[config.mk]
export PLATFORM = sky130hd
export DESIGN_NAME = current_sense_adc
export DESIGN_NICKNAME = d
export VERILOG_FILES = /design/src/rtl/current_sense_adc_pkg.sv /design/src/rtl/current_sense_adc_spi_adc_frame.sv /design/src/rtl/current_sense_adc.sv
export SDC_FILE = /design/constraint.sdc
export NUM_CORES = 1
export LEC_CHECK = 0
export ABC_AREA = 0
export BUFFER_PORTS_ARGS = -buffer_cell sky130_fd_sc_hd__buf_2
export CAP_MARGIN = 20
export CORE_MARGIN = 2
export CORE_UTILIZATION = 63
export CTS_CLUSTER_SIZE = 28
export DETAILED_ROUTE_END_ITERATION = 8
export HOLD_SLACK_MARGIN = 0.12
export PLACE_DENSITY = 0.84
export SETUP_SLACK_MARGIN = 0.02
export SYNTH_ARGS = -nofsm -noshare
export SYNTH_HDL_FRONTEND = slang
export SYNTH_SLANG_ARGS = --single-unit
[constraint.sdc]
create_clock -name CLK -period 7.5 [get_ports CLK]
set_clock_uncertainty 0.2 [all_clocks]
set_input_delay 0.75 -clock CLK [delete_from_list [all_inputs] [get_ports CLK]]
set_output_delay 0.75 -clock CLK [all_outputs]
set_load 0.05 [all_outputs]
[src/rtl/current_sense_adc_pkg.sv]
// Shared definitions for the motor-phase current-sense ADC reader:
// frame engine state encoding, default timing constants and frame length helper.
package current_sense_adc_pkg;

    typedef enum logic [1:0] {
        ST_IDLE  = 2'd0,
        ST_SETUP = 2'd1,
        ST_SHIFT = 2'd2,
        ST_HOLD  = 2'd3
    } frame_state_e;

    localparam int DEF_CLK_DIV       = 8;
    localparam int DEF_SAMPLE_PERIOD = 1600;
    localparam int DEF_LEAD_BITS     = 3;
    localparam int DEF_DATA_BITS     = 12;
    localparam int DEF_AVG_LOG2      = 2;
    localparam int DEF_OFFSET_RESET  = 2048;

    // Number of CLK cycles chip select stays low for one conversion:
    // one setup slot, two slots per SCK pulse, one hold slot.
    function automatic int frame_len_cycles(input int clk_div, input int n_bits);
        return (2 * n_bits + 2) * clk_div;
    endfunction

endpackage

[src/rtl/current_sense_adc_spi_adc_frame.sv]
// One SPI conversion frame: CS low, setup slot, N SCK pulses sampling MISO on
// the rising SCK edge, hold slot, then CS high with the captured code and a
// one-cycle done strobe.
module spi_adc_frame
    import current_sense_adc_pkg::*;
#(
    parameter int CLK_DIV   = DEF_CLK_DIV,
    parameter int LEAD_BITS = DEF_LEAD_BITS,
    parameter int DATA_BITS = DEF_DATA_BITS
) (
    input  logic                 clk_i,
    input  logic                 reset_n_i,
    input  logic                 start_i,
    input  logic                 miso_i,
    output logic                 cs_o,
    output logic                 sck_o,
    output logic                 busy_o,
    output logic                 done_o,
    output logic [DATA_BITS-1:0] raw_o
);

    localparam int N_BITS = LEAD_BITS + DATA_BITS;
    localparam int DW     = $clog2(CLK_DIV + 1);
    localparam int BW     = $clog2(N_BITS + 1);

    frame_state_e         state_q;
    logic [DW-1:0]        div_q;
    logic [BW-1:0]        bit_q;
    logic [DATA_BITS-1:0] sr_q;
    logic [DATA_BITS-1:0] raw_q;
    logic                 cs_q;
    logic                 sck_q;
    logic                 busy_q;
    logic                 done_q;
    logic                 div_last_s;

    // End of the current CLK_DIV-long slot.
    always_comb begin
        div_last_s = (div_q == DW'(CLK_DIV - 1));
    end

    // Frame sequencer: slot timing, SCK generation, bit capture and result load.
    // Lead bits simply fall off the top of the shift register.
    always_ff @(posedge clk_i) begin
        if (!reset_n_i) begin
            state_q <= ST_IDLE;
            div_q   <= '0;
            bit_q   <= '0;
            sr_q    <= '0;
            raw_q   <= '0;
            cs_q    <= 1'b1;
            sck_q   <= 1'b1;
            busy_q  <= 1'b0;
            done_q  <= 1'b0;
        end else begin
            done_q <= 1'b0;
            case (state_q)
                ST_IDLE: begin
                    cs_q  <= 1'b1;
                    sck_q <= 1'b1;
                    div_q <= '0;
                    bit_q <= '0;
                    if (start_i) begin
                        state_q <= ST_SETUP;
                        cs_q    <= 1'b0;
                        busy_q  <= 1'b1;
                    end else begin
                        busy_q <= 1'b0;
                    end
                end
                ST_SETUP: begin
                    if (div_last_s) begin
                        div_q   <= '0;
                        sck_q   <= 1'b0;
                        state_q <= ST_SHIFT;
                    end else begin
                        div_q <= div_q + DW'(1);
                    end
                end
                ST_SHIFT: begin
                    if (div_last_s) begin
                        div_q <= '0;
                        if (!sck_q) begin
                            sck_q <= 1'b1;
                            sr_q  <= {sr_q[DATA_BITS-2:0], miso_i};
                        end else if (bit_q == BW'(N_BITS - 1)) begin
                            state_q <= ST_HOLD;
                        end else begin
                            sck_q <= 1'b0;
                            bit_q <= bit_q + BW'(1);
                        end
                    end else begin
                        div_q <= div_q + DW'(1);
                    end
                end
                ST_HOLD: begin
                    if (div_last_s) begin
                        div_q   <= '0;
                        cs_q    <= 1'b1;
                        busy_q  <= 1'b0;
                        raw_q   <= sr_q;
                        done_q  <= 1'b1;
                        state_q <= ST_IDLE;
                    end else begin
                        div_q <= div_q + DW'(1);
                    end
                end
                default: begin
                    state_q <= ST_IDLE;
                    cs_q    <= 1'b1;
                    sck_q   <= 1'b1;
                    busy_q  <= 1'b0;
                end
            endcase
        end
    end

    assign cs_o   = cs_q;
    assign sck_o  = sck_q;
    assign busy_o = busy_q;
    assign done_o = done_q;
    assign raw_o  = raw_q;

endmodule

[src/rtl/current_sense_adc.sv]
// Periodic current-sense ADC reader: schedules conversions, averages a
// power-of-two group of samples, removes a calibratable zero offset and
// presents a signed current word with a one-cycle valid strobe.
module current_sense_adc
    import current_sense_adc_pkg::*;
#(
    parameter int CLK_DIV       = DEF_CLK_DIV,
    parameter int SAMPLE_PERIOD = DEF_SAMPLE_PERIOD,
    parameter int LEAD_BITS     = DEF_LEAD_BITS,
    parameter int DATA_BITS     = DEF_DATA_BITS,
    parameter int AVG_LOG2      = DEF_AVG_LOG2,
    parameter int OFFSET_RESET  = DEF_OFFSET_RESET
) (
    input  logic                        CLK,
    input  logic                        reset_n,
    output logic                        CS_CLK,
    output logic                        CS,
    input  logic                        CS_MISO,
    input  logic                        calibrate,
    output logic signed [DATA_BITS:0]   current,
    output logic                        current_valid,
    output logic [DATA_BITS-1:0]        raw,
    output logic                        busy
);

    localparam int PW    = $clog2(SAMPLE_PERIOD);
    localparam int AW    = DATA_BITS + AVG_LOG2;
    localparam int CW    = AVG_LOG2 + 1;
    localparam int GROUP = 1 << AVG_LOG2;

    logic [PW-1:0]               period_q, period_d;
    logic                        start_s;
    logic                        frame_done_s;
    logic [DATA_BITS-1:0]        raw_s;

    logic [AW-1:0]               acc_q, acc_d;
    logic [CW-1:0]               cnt_q, cnt_d;
    logic [DATA_BITS-1:0]        offset_q, offset_d;
    logic                        cal_pending_q, cal_pending_d;
    logic signed [DATA_BITS:0]   current_q, current_d;
    logic                        valid_q, valid_d;

    logic [AW-1:0]               acc_sum_s;
    logic [DATA_BITS-1:0]        avg_s;
    logic                        group_done_s;

    spi_adc_frame #(
        .CLK_DIV   (CLK_DIV),
        .LEAD_BITS (LEAD_BITS),
        .DATA_BITS (DATA_BITS)
    ) u_frame (
        .clk_i     (CLK),
        .reset_n_i (reset_n),
        .start_i   (start_s),
        .miso_i    (CS_MISO),
        .cs_o      (CS),
        .sck_o     (CS_CLK),
        .busy_o    (busy),
        .done_o    (frame_done_s),
        .raw_o     (raw_s)
    );

    // Conversion scheduler: free-running period counter, start on its last count.
    always_comb begin
        start_s = (period_q == PW'(SAMPLE_PERIOD - 1));
        if (start_s) begin
            period_d = '0;
        end else begin
            period_d = period_q + PW'(1);
        end
    end

    // Averaging, offset subtraction and calibration bookkeeping.
    // The result uses the running sum including the sample that just finished.
    always_comb begin
        acc_sum_s    = acc_q + AW'(raw_s);
        avg_s        = acc_sum_s[AW-1:AVG_LOG2];
        group_done_s = frame_done_s && (cnt_q == CW'(GROUP - 1));

        acc_d     = acc_q;
        cnt_d     = cnt_q;
        offset_d  = offset_q;
        current_d = current_q;
        valid_d   = 1'b0;

        if (frame_done_s) begin
            if (group_done_s) begin
                acc_d   = '0;
                cnt_d   = '0;
                valid_d = 1'b1;
                if (cal_pending_q) begin
                    offset_d  = avg_s;
                    current_d = '0;
                end else begin
                    current_d = $signed({1'b0, avg_s}) - $signed({1'b0, offset_q});
                end
            end else begin
                acc_d = acc_sum_s;
                cnt_d = cnt_q + CW'(1);
            end
        end else begin
            acc_d = acc_q;
        end

        // A pending request is consumed by the next result; new requests are
        // only accepted while nothing is pending.
        if (cal_pending_q) begin
            cal_pending_d = !group_done_s;
        end else begin
            cal_pending_d = calibrate;
        end
    end

    // State registers for scheduler, accumulator, offset and result.
    always_ff @(posedge CLK) begin
        if (!reset_n) begin
            period_q      <= '0;
            acc_q         <= '0;
            cnt_q         <= '0;
            offset_q      <= DATA_BITS'(OFFSET_RESET);
            cal_pending_q <= 1'b0;
            current_q     <= '0;
            valid_q       <= 1'b0;
        end else begin
            period_q      <= period_d;
            acc_q         <= acc_d;
            cnt_q         <= cnt_d;
            offset_q      <= offset_d;
            cal_pending_q <= cal_pending_d;
            current_q     <= current_d;
            valid_q       <= valid_d;
        end
    end

    assign current       = current_q;
    assign current_valid = valid_q;
    assign raw           = raw_s;

endmodule

; ---- Word level (Yosys, flattened, before mapping)
; Index checks and enable logic that the tools add are counted.
[classes]
muxes = 29
n_reduce_logical = 18
n_bitwise = 2
n_addsub = 6
n_eq_ne = 14
[op_table]
columns = op, n
row1 = $mux 4, 4
row2 = $pmux 4 s2, 2
row3 = $add 14x12->14, 1
row4 = $mux 14, 1
row5 = $mux 13, 1
row6 = $sub 12x12->13, 1
row7 = $mux 2, 6
row8 = $add 11x1->11 const B, 1
row9 = $eq 11x11->1 const B, 1
row10 = $mux 1, 10
row11 = $ne 2x1->1 const B, 5
row12 = $reduce_and 2->1, 5
row13 = $reduce_and 3->1, 3
row14 = $add 4x1->4 const B, 2
row15 = $pmux 2 s4, 1
row16 = $reduce_and 6->1, 1
row17 = $eq 2x2->1 const B, 2
row18 = $eq 4x3->1 const B, 1
row19 = $eq 4x4->1 const B, 1
row20 = $ne 2x2->1 const B, 2
row21 = $pmux 1 s2, 2
row22 = $reduce_and 4->1, 1
row23 = $reduce_bool 2->1, 2
row24 = $add 3x1->3 const B, 1
row25 = other kinds (11), 12
[totals]
word_cells = 85
ff_bits = 93

; ---- Depth between registers and ports, before layout
; Gate-level depths: netlist of the first run.
[logic_depth]
depth_word = 5
mapped_depth = 17
ltp_nobuf = 16

; ---- Hierarchy
; A second synthesis of the first run with hierarchy kept.
[hier_totals]
cells_unflattened = 569
area_unflattened_um2 = 4827.1
[modules_own_cells]
columns = module, cells_each, n_inst, area_each_um2
row1 = current_sense_adc, 380, 1, 3250.6
row2 = spi_adc_frame, 189, 1, 1576.5

; ---- Least setup slack after synthesis of the first run
; OpenSTA, ideal clock, no wires.
[synth_path]
path_type = register to register
startpoint = register u_frame.raw_q[0], in the netlist u_frame.raw_o[0]
endpoint = register current_q[11], in the netlist current[11]
required_ns = 7.183
t_arrival_ns = 3.537
path_slack_ns = 3.646
path_stages_with_launch = 18
n_path_buf = 1
setup_ns = 0.117
path_cell_list = dfxtp_1 > ha_1 > inv_1 > fa_1 > nor2b_1 > o31a_1 > nor3_2 > a21oi_1 > xnor2_1 > inv_1 > ha_1 > clkbuf_1 > a21oi_1 > nor2_1 > a2111oi_0 > a21boi_2 > xnor2_1 > a22o_1
[synth_between]
elab_chain_cells = 3
[synth_rtl]
columns = element, line_no
row1 = "start, declared", current_sense_adc_spi_adc_frame.sv:30  ; logic [DATA_BITS-1:0] raw_q;
row2 = "start signal, assigned", current_sense_adc_spi_adc_frame.sv:101  ; raw_q <= sr_q;
row3 = $add 14x12->14, current_sense_adc.sv:76  ; acc_sum_s = acc_q + AW'(raw_s);
row4 = via acc_sum_s[8], current_sense_adc.sv:43  ; logic [AW-1:0] acc_sum_s;
row5 = $sub 12x12->13, current_sense_adc.sv:95  ; current_d = $signed({1'b0, avg_s}) - $signed({1'b0, offset_q});
row6 = $mux 13, current_sense_adc.sv:91  ; if (cal_pending_q) begin
row7 = "end signal, assigned", current_sense_adc.sv:130  ; current_q <= current_d;
row8 = "end, declared", current_sense_adc.sv:40  ; logic signed [DATA_BITS:0] current_q, current_d;
; The timed path passes the listed nets, and every way through them passes these cells.
; A chain may end at the register's enable or synchronous reset.

; ---- Final worst setup path of the first run
; Same ends and word-level chain as after synthesis.

==> metrics.yaml, run 1 <==
rsz0062_at_grt: "no"
grt_max_degree: 64
synth.largest_area_cell: "dfxtp_1"
yosys-top-cells-area: "dfxtp_1 39%, ha_1 8.7%, nand2_1 5.2%"
syn_area_per_cell_um2: 8.79
wl_met1_um: 4210
slew_headroom_pct: 38.9
die-area_um2: 8280
cts_root_buf: "clkbuf_8"
slew_violations: 0
fin_nets: 606
finalHoldViolations: 0
drc: 0
yosys_warnings: 0
ios: 33
power_density_nw_per_um2: 165
seq_area_frac_synth_pct: 39.1
cp.required_ns: 7.57
routedWlPerCell_um: 14.0
vias: 3850
design_area_um2: 5160
crit_path_top_delay_cell: "fa_1"
cp.arrival_ns: 3.88
netlist_area_um2: 4770
synth_xor_area_share_pct: 5.33
htreeDepth: 3
outcome: "finished clean"
setup_viol: 0
critPathKind: "flip-flop to flip-flop"
path_buf_inv: 2
globalRouteTotalUtil_pct: 23.7
numCtsBuffers: 9
synthSimpleGateAreaFrac_pct: 20.7
rrSetupSlack_ns: 3.69
max_cap_viol_count: 0
hpwl_um: 6690
finalCriticalPeriod_ns: 3.81
worstMarginPinSlew_ns: 0.916
clock_latency_ns: 0.37
post-cts-setup-buffer-count: 0
final_common_cell: "dfxtp_1"
synth_top_area_share_pct: 39.1
synth_cell_types: 64
clock_tree.buffer_depth: 2
crit_path_cell_trace: "ha_1 > inv_1 > fa_1 > nor2b_1 > o31a_1 > nor3_2 > a211o_1 > o211ai_1 > inv_1 > ha_1 > a21oi_1 > nor2_1 > a2111oi_0 > a21boi_2 > xnor2_1 > a22o_1"
die_y_um: 91.0
tns_ns: 0
hold_start: "u_frame.div_q[0]$_SDFF_PP0_"
postLayoutCoreUtil_pct: 70.7
synth_seq_cells: 93
yosys_most_used_dff: "dfxtp_1"
synth-adder-area-share_pct: 9.50
die_w_um: 91.0
synthMuxAreaShare_pct: 3.36
crit_family: "compound AO/OA/AOI/OAI gates"
antenna_cells: 0
slowest_delay_ns: 0.41
synth_compound_area_share_pct: 17.8
grt_pass1_wl_um: 16200
ant_nets: 0
async_flop_share_pct: 0
cts_tree: "yes"
synth_fp_nets: 581
r2r_cells: 16
synth_edf_count: 0
wl_met3_um: 404
layout-drive-gt1-share_pct: 10.3
highest_layer: "met4"
crit_fanout: 6
grt_pass1_vias: 3740
core_area_um2: 7290
fmax_mhz: 263
cp-end-kind: "flip-flop"
ctsHoldBuffers: 0
synthToLayoutAreaGrowth_pct: 8.22
total_power_uw: 849
hold_depth: 1
post_dp_cell_area_um2: 4960
start_util_pct: 65.4
cts.sinks: 93
min_to: "u_frame.div_q[0]$_SDFF_PP0_"
final_cell_mix: "93 x dfxtp_1, 66 x nand2_1, 39 x nor2_1"
routed_wl_um: 9410
vias_per_cell: 5.74
rows: 31
drt_iter0_drc: 205
cts_resized: 0
vdd_drop_max_mv: 0.154
synth_top_family_by_area: "simple AND/OR/NAND/NOR gates"
firstDrtPassIters: 4
wl_met2_um: 4550
power.static_leakage_nw: 2.11
finalCritPeriodShare_pct: 50.8
place_congestion: 0.947
antenna_found_initial: 0
portBuffers: 32
r2r_end: "current[11]$_SDFFE_PN0P_"
critPathLaunchType: "flip-flop"
netlist_instances: 542
grt_overflow: 0
clkSlewWorstSetupHoldPaths_ns: 0.09
hold_path.class: "flip-flop to flip-flop"
r2r-start: "u_frame.raw_o[0]$_SDFFE_PN0P_"
sequential cells by signal, summed over array words and instances (netlist names):
signal	count
acc_q	14
cal_pending_q	1
cnt_q	3
current	13
current_valid	1
offset_q	12
period_q	11
u_frame.bit_q	4
u_frame.busy_o	1
u_frame.cs_o	1
u_frame.div_q	4
u_frame.done_o	1
u_frame.raw_o	12
u_frame.sck_o	1
u_frame.sr_q	12
u_frame.state_q	2
Yosys cell counts (2+ instances only):
library cell	instances
dfxtp_1	93
nand2_1	66
nor2_1	39
ha_1	33
inv_1	28
nor2b_1	24
a21oi_1	22
o21ai_0	21
nand3_1	19
a21boi_0	17
mux2i_1	16
xor2_1	15
a22o_1	14
clkbuf_1	14
xnor2_1	14
and2_1	9
and3_1	8
o21a_1	8
nor3_1	7
nand4_1	6
nand2b_1	5
o211ai_1	5
a211oi_1	4
o22ai_1	4
or3_1	3
a21o_1	2
a31oi_1	2
a32o_1	2
clkbuf_8	2
fa_1	2
nand4b_1	2
nor4_1	2
o31a_1	2
o31ai_1	2
how the worst max path moves through the flow:
stage | end | startpoint | cells past startpoint
3_5_place_dp | current[11]$_SDFFE_PN0P_ | u_frame.raw_o[0]$_SDFFE_PN0P_ | 16
3_3_place_gp | current[11]$_SDFFE_PN0P_ | u_frame.raw_o[0]$_SDFFE_PN0P_ | 16
5_1_grt | current[11]$_SDFFE_PN0P_ | u_frame.raw_o[0]$_SDFFE_PN0P_ | 16
4_1_cts | current[11]$_SDFFE_PN0P_ | u_frame.raw_o[0]$_SDFFE_PN0P_ | 16
6_report | current[11]$_SDFFE_PN0P_ | u_frame.raw_o[0]$_SDFFE_PN0P_ | 16
2_1_floorplan | current[11]$_SDFFE_PN0P_ | u_frame.raw_o[0]$_SDFFE_PN0P_ | 17
power breakdown:
| group | switching [mW] | internal, mW |
|---|---|---|
| Clock | 0.182 | 0.155 |
| Combinational | 0.00881 | 0.00517 |
| Sequential | 0.00250 | 0.495 |
layer usage:
| metal | up-vias | track usage (%) |
|---|---|---|
| met1 | 1785 | 27.3 |
| met4 | 0 | 10.9 |
| met5 | - | 0 |
| li1 | 1940 | - |
| met2 | 96 | 41.5 |
| met3 | 29 | 5.56 |
cell type report:
class,count,area [um^2]
clock buffers,9,124
clock inverters,7,72.6
multi-input cells,401,2700
flip-flops and latches,93,1860
repair buffers,33,168
well taps,99,124
inverters,29,109
fillers,624,2130
cells by family (layout without fill, tap and decap cells):
logic type | count (synthesis) | after routing
flops | 93 | 93
fa+ha+maj | 35 | 35
xor+xnor | 29 | 29
mux | 16 | 16
buf+inv | 48 | 78
simple gates | 200 | 200
compound gates | 121 | 121
through the flow:
stage / hold slack, ns / setup WS, ns / cells
5_1_grt: 0.280 / 3.29 / 671
3_3_place_gp: 0.233 / 3.90 / 655
3_5_place_dp: 0.238 / 3.80 / 655
2_1_floorplan: 0.218 / 3.65 / 542
4_1_cts: 0.255 / 3.74 / 671
6_report: 0.247 / 3.69 / 671
(Power assumes the default switching activity.)
==> inputs of run 2 (changes only) <==
--- a/config.mk
+++ b/config.mk
@@ -9,11 +9,11 @@
 export BUFFER_PORTS_ARGS = -buffer_cell sky130_fd_sc_hd__buf_2
 export CAP_MARGIN = 20
 export CORE_MARGIN = 2
-export CORE_UTILIZATION = 63
+export CORE_UTILIZATION = 55
 export CTS_CLUSTER_SIZE = 28
 export DETAILED_ROUTE_END_ITERATION = 8
 export HOLD_SLACK_MARGIN = 0.12
-export PLACE_DENSITY = 0.84
+export PLACE_DENSITY = 0.78
 export SETUP_SLACK_MARGIN = 0.02
 export SYNTH_ARGS = -nofsm -noshare
 export SYNTH_HDL_FRONTEND = slang
==> constraint.sdc (replaced) <==
create_clock -name CLK -period 3.45 [get_ports CLK]
set_clock_uncertainty 0.2 [all_clocks]
set_input_delay 0.345 -clock CLK [delete_from_list [all_inputs] [get_ports CLK]]
set_output_delay 0.345 -clock CLK [all_outputs]
set_load 0.05 [all_outputs]
==> run 2 against run 1 <==
  * The flow now finishes with violations (setup timing)
  * Maximum frequency grew 5.4%
  * Non-clock buffer count grew 22
  * Sequential share of layout area shrank 1.7 points
==> metrics.yaml, run 2 (synthesis results as in run 1) <==
final_common_cell: "dfxtp_1"
rsz0062_at_grt: "yes"
firstDrtPassIters: 5
layout-drive-gt1-share_pct: 16.8
pre_cts_slack_ns: -0.0306
cpMostUsedCell: "ha_4"
die-area_um2: 9430
globalRouteTotalUtil_pct: 21.8
ant_nets: 0
portBuffers: 32
place_congestion: 0.851
hpwl_um: 7460
cp-end-kind: "flip-flop"
cp.required_ns: 3.50
power.static_leakage_nw: 2.23
worstMarginPinSlew_ns: 0.657
finalCriticalPeriod_ns: 3.61
r2r_cells: 16
setup_viol: 4
final_cell_count_no_fill: 699
rows: 33
hold_depth: 1
grt_pass1_wl_um: 17300
critPathKind: "flip-flop to flip-flop"
critPathLaunchType: "flip-flop"
cp-startpoint: "acc_q[0]$_SDFFE_PN0P_"
violations: "setup timing"
worst_slack_ns: -0.163
numCtsBuffers: 9
fmax_mhz: 277
cts_root_buf: "clkbuf_8"
antenna_cells: 0
slew_headroom_pct: 56.1
path_buf_inv: 2
routed_wl_um: 10300
slowest_delay_ns: 0.36
vias_per_cell: 5.69
postLayoutCoreUtil_pct: 65.7
drt_iter0_drc: 269
cp.arrival_ns: 3.67
clock_tree.buffer_depth: 2
r2r_end: "current[11]$_SDFFE_PN0P_"
routedWlPerCell_um: 14.8
grt_pass1_vias: 3733
cts.sinks: 93
antenna_found_initial: 0
synthToLayoutAreaGrowth_pct: 14.4
cts_tree: "yes"
htreeDepth: 3
grt_max_degree: 39
largest_register: "acc_q"
hold_path.class: "flip-flop to flip-flop"
max_cap_viol_count: 0
dp.cells: 677
die_w_um: 97.1
crit_path_top_delay_cell: "dfxtp_2"
crit_fanout: 4
clock_latency_ns: 0.37
min_to: "u_frame.div_q[0]$_SDFF_PP0_"
final_cell_mix: "86 x dfxtp_1, 66 x nand2_1, 39 x nor2_1"
tns_ns: -0.318
rrSetupSlack_ns: -0.16
n_fill_cell: 686
crit_path_cell_trace: "ha_4 > inv_2 > fa_2 > nor2b_2 > o31a_1 > nor3_4 > a211o_1 > o211ai_1 > inv_1 > ha_4 > a21oi_2 > nor2_1 > a2111oi_0 > a21boi_2 > xnor2_1 > a22o_1"
start_util_pct: 57.4
outcome: "complete, but fails checks"
slew_violations: 0
ios: 33
r2r-start: "acc_q[0]$_SDFFE_PN0P_"
finalHoldViolations: 0
vdd_drop_max_mv: 0.301
clkSlewWorstSetupHoldPaths_ns: 0.10
holdWs_ns: 0.252
die_y_um: 97.1
grt_overflow: 0
vias: 3975
core_area_um2: 8300
hold_start: "u_frame.div_q[0]$_SDFF_PP0_"
power_density_nw_per_um2: 329
fin_nets: 628
finalCritPeriodShare_pct: 105
drc: 0
crit_family: "compound AO/OA/AOI/OAI gates"
largest_register_ffs: 14
-- run 2: how the worst max path moves through the flow --
stage                                     to  slack, ns  cells past startpoint
CTS                 current[11]$_SDFFE_PN0P_      -0.05                     16
global placement    current[11]$_SDFFE_PN0P_       0.05                     15
global route         current[8]$_SDFFE_PN0P_      -0.27                     15
finish              current[11]$_SDFFE_PN0P_      -0.16                     16
floorplan           current[10]$_SDFFE_PN0P_     -0.002                     16
detailed placement  current[11]$_SDFFE_PN0P_      -0.03                     15
-- run 2: where the power goes --
| part | internal [mW] | switching (mW) | leakage [nW] |
|---|---|---|---|
| Combinational | 0.0134 | 0.0200 | 1.38 |
| Clock | 0.277 | 0.406 | 0.0909 |
| Sequential | 1.07 | 0.00528 | 0.754 |
| Total | 1.36 | 0.431 | 2.23 |
-- run 2: what timing repair did --
action | CTS | global route
endpoints found under the hold margin | 2 | 0
setup endpoints to repair | 3 | 8
buffers inserted | 1 | 3
cloned | 0 | 0
gates resized for setup | 1 | 14
pin swaps | 2 | 9
hold buffers | 2 | 0
-- run 2: layer usage --
| metal | GRT usage [%] | vias up | wire length (um) |
|---|---|---|---|
| li1 | - | 1988 | - |
| met1 | 26.5 | 1885 | 4580 |
| met2 | 38.1 | 81 | 5160 |
| met3 | 5.76 | 21 | 445 |
| met4 | 5.96 | 0 | 148 |
| met5 | 0 | - | 0 |
-- run 2: metrics by stage --
stage | total power [mW] | cell area, um^2
after floorplan | 1.13 | 4830
after global placement | 1.13 | 5150
after detailed placement | 1.14 | 5150
after CTS | 1.81 | 5360
after global routing | 1.86 | 5450
final | 1.80 | 5450
-- run 2: area by class of cell --
type	count	area, um^2	area share, %
inverters	29	109	2.00
multi-input cells	401	2810	51.6
repair buffers	55	338	6.19
clock buffers	10	128	2.34
clock inverters	6	56.3	1.03
well taps	105	131	2.41
flip-flops and latches	93	1880	34.4
==> inputs of run 3 (changes only) <==
==> constraint.sdc (replaced) <==
create_clock -name CLK -period 3.45 [get_ports CLK]
set_clock_uncertainty 0.2 [all_clocks]
set_input_delay 1.035 -clock CLK [delete_from_list [all_inputs] [get_ports CLK]]
set_output_delay 1.035 -clock CLK [all_outputs]
set_load 0.05 [all_outputs]
==> run 3 against run 2 <==
  * Highest routed layer unchanged
  * Design area is 1.0% higher
  * Largest cell class unchanged
  * The flow still finishes with violations (setup timing)
  * Sequential share of layout area is 0.34 points lower
  * Maximum frequency grew 2.0%
  * Combinational power down 3%
==> metrics.yaml, run 3 (synthesis results as in run 1) <==
grt_overflow: 0
multi_input_area_um2: 2810
violations: "setup timing"
core_area_um2: 8300
die-area_um2: 9430
antenna_found_initial: 0
synthToLayoutAreaGrowth_pct: 15.6
p_int_mw: 1.43
htreeDepth: 3
globalRouteTotalUtil_pct: 22.0
drt_iter0_drc: 218
power_density_nw_per_um2: 337
critPathKind: "flip-flop to flip-flop"
largest_register: "acc_q"
crit_path_top_delay_cell: "dfxtp_4"
cpMostUsedCell: "ha_4"
worstMarginPinSlew_ns: 0.589
die_y_um: 97.1
cp.required_ns: 3.51
path_buf_inv: 3
clock_latency_ns: 0.37
drc: 0
n_fill_cell: 652
r2r_end: "current[11]$_SDFFE_PN0P_"
slowest_delay_ns: 0.37
setup_viol: 2
cts.sinks: 93
largest_register_ffs: 14
vias_per_cell: 5.66
pre_cts_slack_ns: -0.0906
postLayoutCoreUtil_pct: 66.4
r2r_cells: 17
crit_family: "compound AO/OA/AOI/OAI gates"
max_cap_viol_count: 0
pwr-share-seq_pct: 58.1
comb_power_share_pct: 1.7
grt_pass1_vias: 4038
power.share.clock_pct: 40.2
finalCriticalPeriod_ns: 3.54
cp-end-kind: "flip-flop"
final_cell_mix: "86 x dfxtp_1, 66 x nand2_1, 38 x nor2_1"
finalCritPeriodShare_pct: 103
critPathLaunchType: "flip-flop"
outcome: "complete, but fails checks"
hold_start: "u_frame.div_q[0]$_SDFF_PP0_"
cts_root_buf: "clkbuf_8"
hold_path.class: "flip-flop to flip-flop"
final_common_cell: "dfxtp_1"
rows: 33
ios: 33
post_dp_cell_area_um2: 5150
place_congestion: 0.849
clkSlewWorstSetupHoldPaths_ns: 0.09
rsz0062_at_grt: "yes"
portBuffers: 32
cts_tree: "yes"
hpwl_um: 7610
fmax_mhz: 282
start_util_pct: 57.4
power.static_leakage_nw: 2.28
worst_slack_ns: -0.0921
design_area_um2: 5510
worst-path-stages: 17
crit_fanout: 4
slew_headroom_pct: 60.7
antenna_cells: 0
fin_nets: 633
crit_path_cell_trace: "ha_4 > inv_2 > fa_2 > nor2b_2 > o31a_1 > buf_6 > nor3_4 > a211oi_2 > o211ai_1 > inv_1 > ha_4 > a21oi_4 > nor2_1 > a2111oi_0 > a21boi_2 > xnor2_1 > a22o_1"
tns_ns: -0.128
total_power_mw: 1.86
vdd_drop_max_mv: 0.331
numCtsBuffers: 9
grt_max_degree: 37
min_to: "u_frame.div_q[0]$_SDFF_PP0_"
ff_latch_area_um2: 1880
finalHoldViolations: 0
final_cell_count_no_fill: 704
routedWlPerCell_um: 14.7
holdWs_ns: 0.257
firstDrtPassIters: 4
ant_nets: 0
dp.cells: 678
grt_pass1_wl_um: 17500
die_w_um: 97.1
slew_violations: 0
clock_tree.buffer_depth: 2
routed_wl_um: 10400
switchingPower_uw: 428
hold_depth: 1
swShare_pct: 23.0
layout-drive-gt1-share_pct: 17.9
cp.arrival_ns: 3.60
rrSetupSlack_ns: -0.09
r2r-start: "u_frame.raw_o[0]$_SDFFE_PN0P_"
vias: 3984
==> run 3: cell count changes in the layout (fill, tap and decap cells not counted), moves of 2 or more <==
cell / delta
buf_4: +4
buf_6: +3
a21oi_2: -2
dlygate4sd3_1: -2
inv_6: +2
inv_8: -2
==> run 3: how the worst max path moves through the flow <==
| stage | from | to | slack [ns] |
|---|---|---|---|
| after global routing | u_frame.raw_o[0]$_SDFFE_PN0P_ | current[11]$_SDFFE_PN0P_ | -0.23 |
| after global placement | u_frame.raw_o[0]$_SDFFE_PN0P_ | current[10]$_SDFFE_PN0P_ | 0.05 |
| after detailed placement | acc_q[0]$_SDFFE_PN0P_ | current[11]$_SDFFE_PN0P_ | -0.09 |
| after floorplan | u_frame.raw_o[0]$_SDFFE_PN0P_ | current[10]$_SDFFE_PN0P_ | -0.002 |
| final | u_frame.raw_o[0]$_SDFFE_PN0P_ | current[11]$_SDFFE_PN0P_ | -0.09 |
| after CTS | u_frame.raw_o[0]$_SDFFE_PN0P_ | current[8]$_SDFFE_PN0P_ | -0.06 |
==> run 3: timing repair <==
| action | CTS | global route |
|---|---|---|
| buffers inserted | 8 | 2 |
| setup endpoints to repair | 5 | 7 |
| gates resized for setup | 6 | 12 |
| pin swaps | 15 | 13 |
| hold buffers | 0 | 0 |
==> run 3: power groups by stage <==
| stage | Combinational [mW] | Sequential (mW) | Clock [mW] |
|---|---|---|---|
| CTS | 0.0325 | 1.08 | 0.759 |
| floorplan | 0.0281 | 1.10 | 0 |
| global route | 0.0350 | 1.08 | 0.794 |
| global placement | 0.0313 | 1.10 | 0 |
| finish | 0.0325 | 1.08 | 0.746 |
| detailed placement | 0.0325 | 1.10 | 0 |
==> run 3: per-layer routing <==
metal	track usage (%)	wire [um]	vias up
met4	8.99	245	0
met5	0	0	-
met2	39.6	5250	101
met3	4.82	480	23
met1	25.1	4410	1866
li1	-	-	1994
==> run 3: layout make-up <==
type                    count  area share, %
clock buffers               9           2.25
clock inverters             7           1.43
inverters                  29           1.98
multi-input cells         401           50.9
flip-flops and latches     93           34.1
well taps                 105           2.38
repair buffers             60           6.93
==> run 3: worst register-to-register path: cells and delay by family (launching register included) <==
family          cells  cell delay [ns]
compound gates      7             1.57
fa+ha+maj           3             0.61
flops               1             0.37
simple gates        3             0.32
buf+inv             3             0.30
xor+xnor            1             0.07
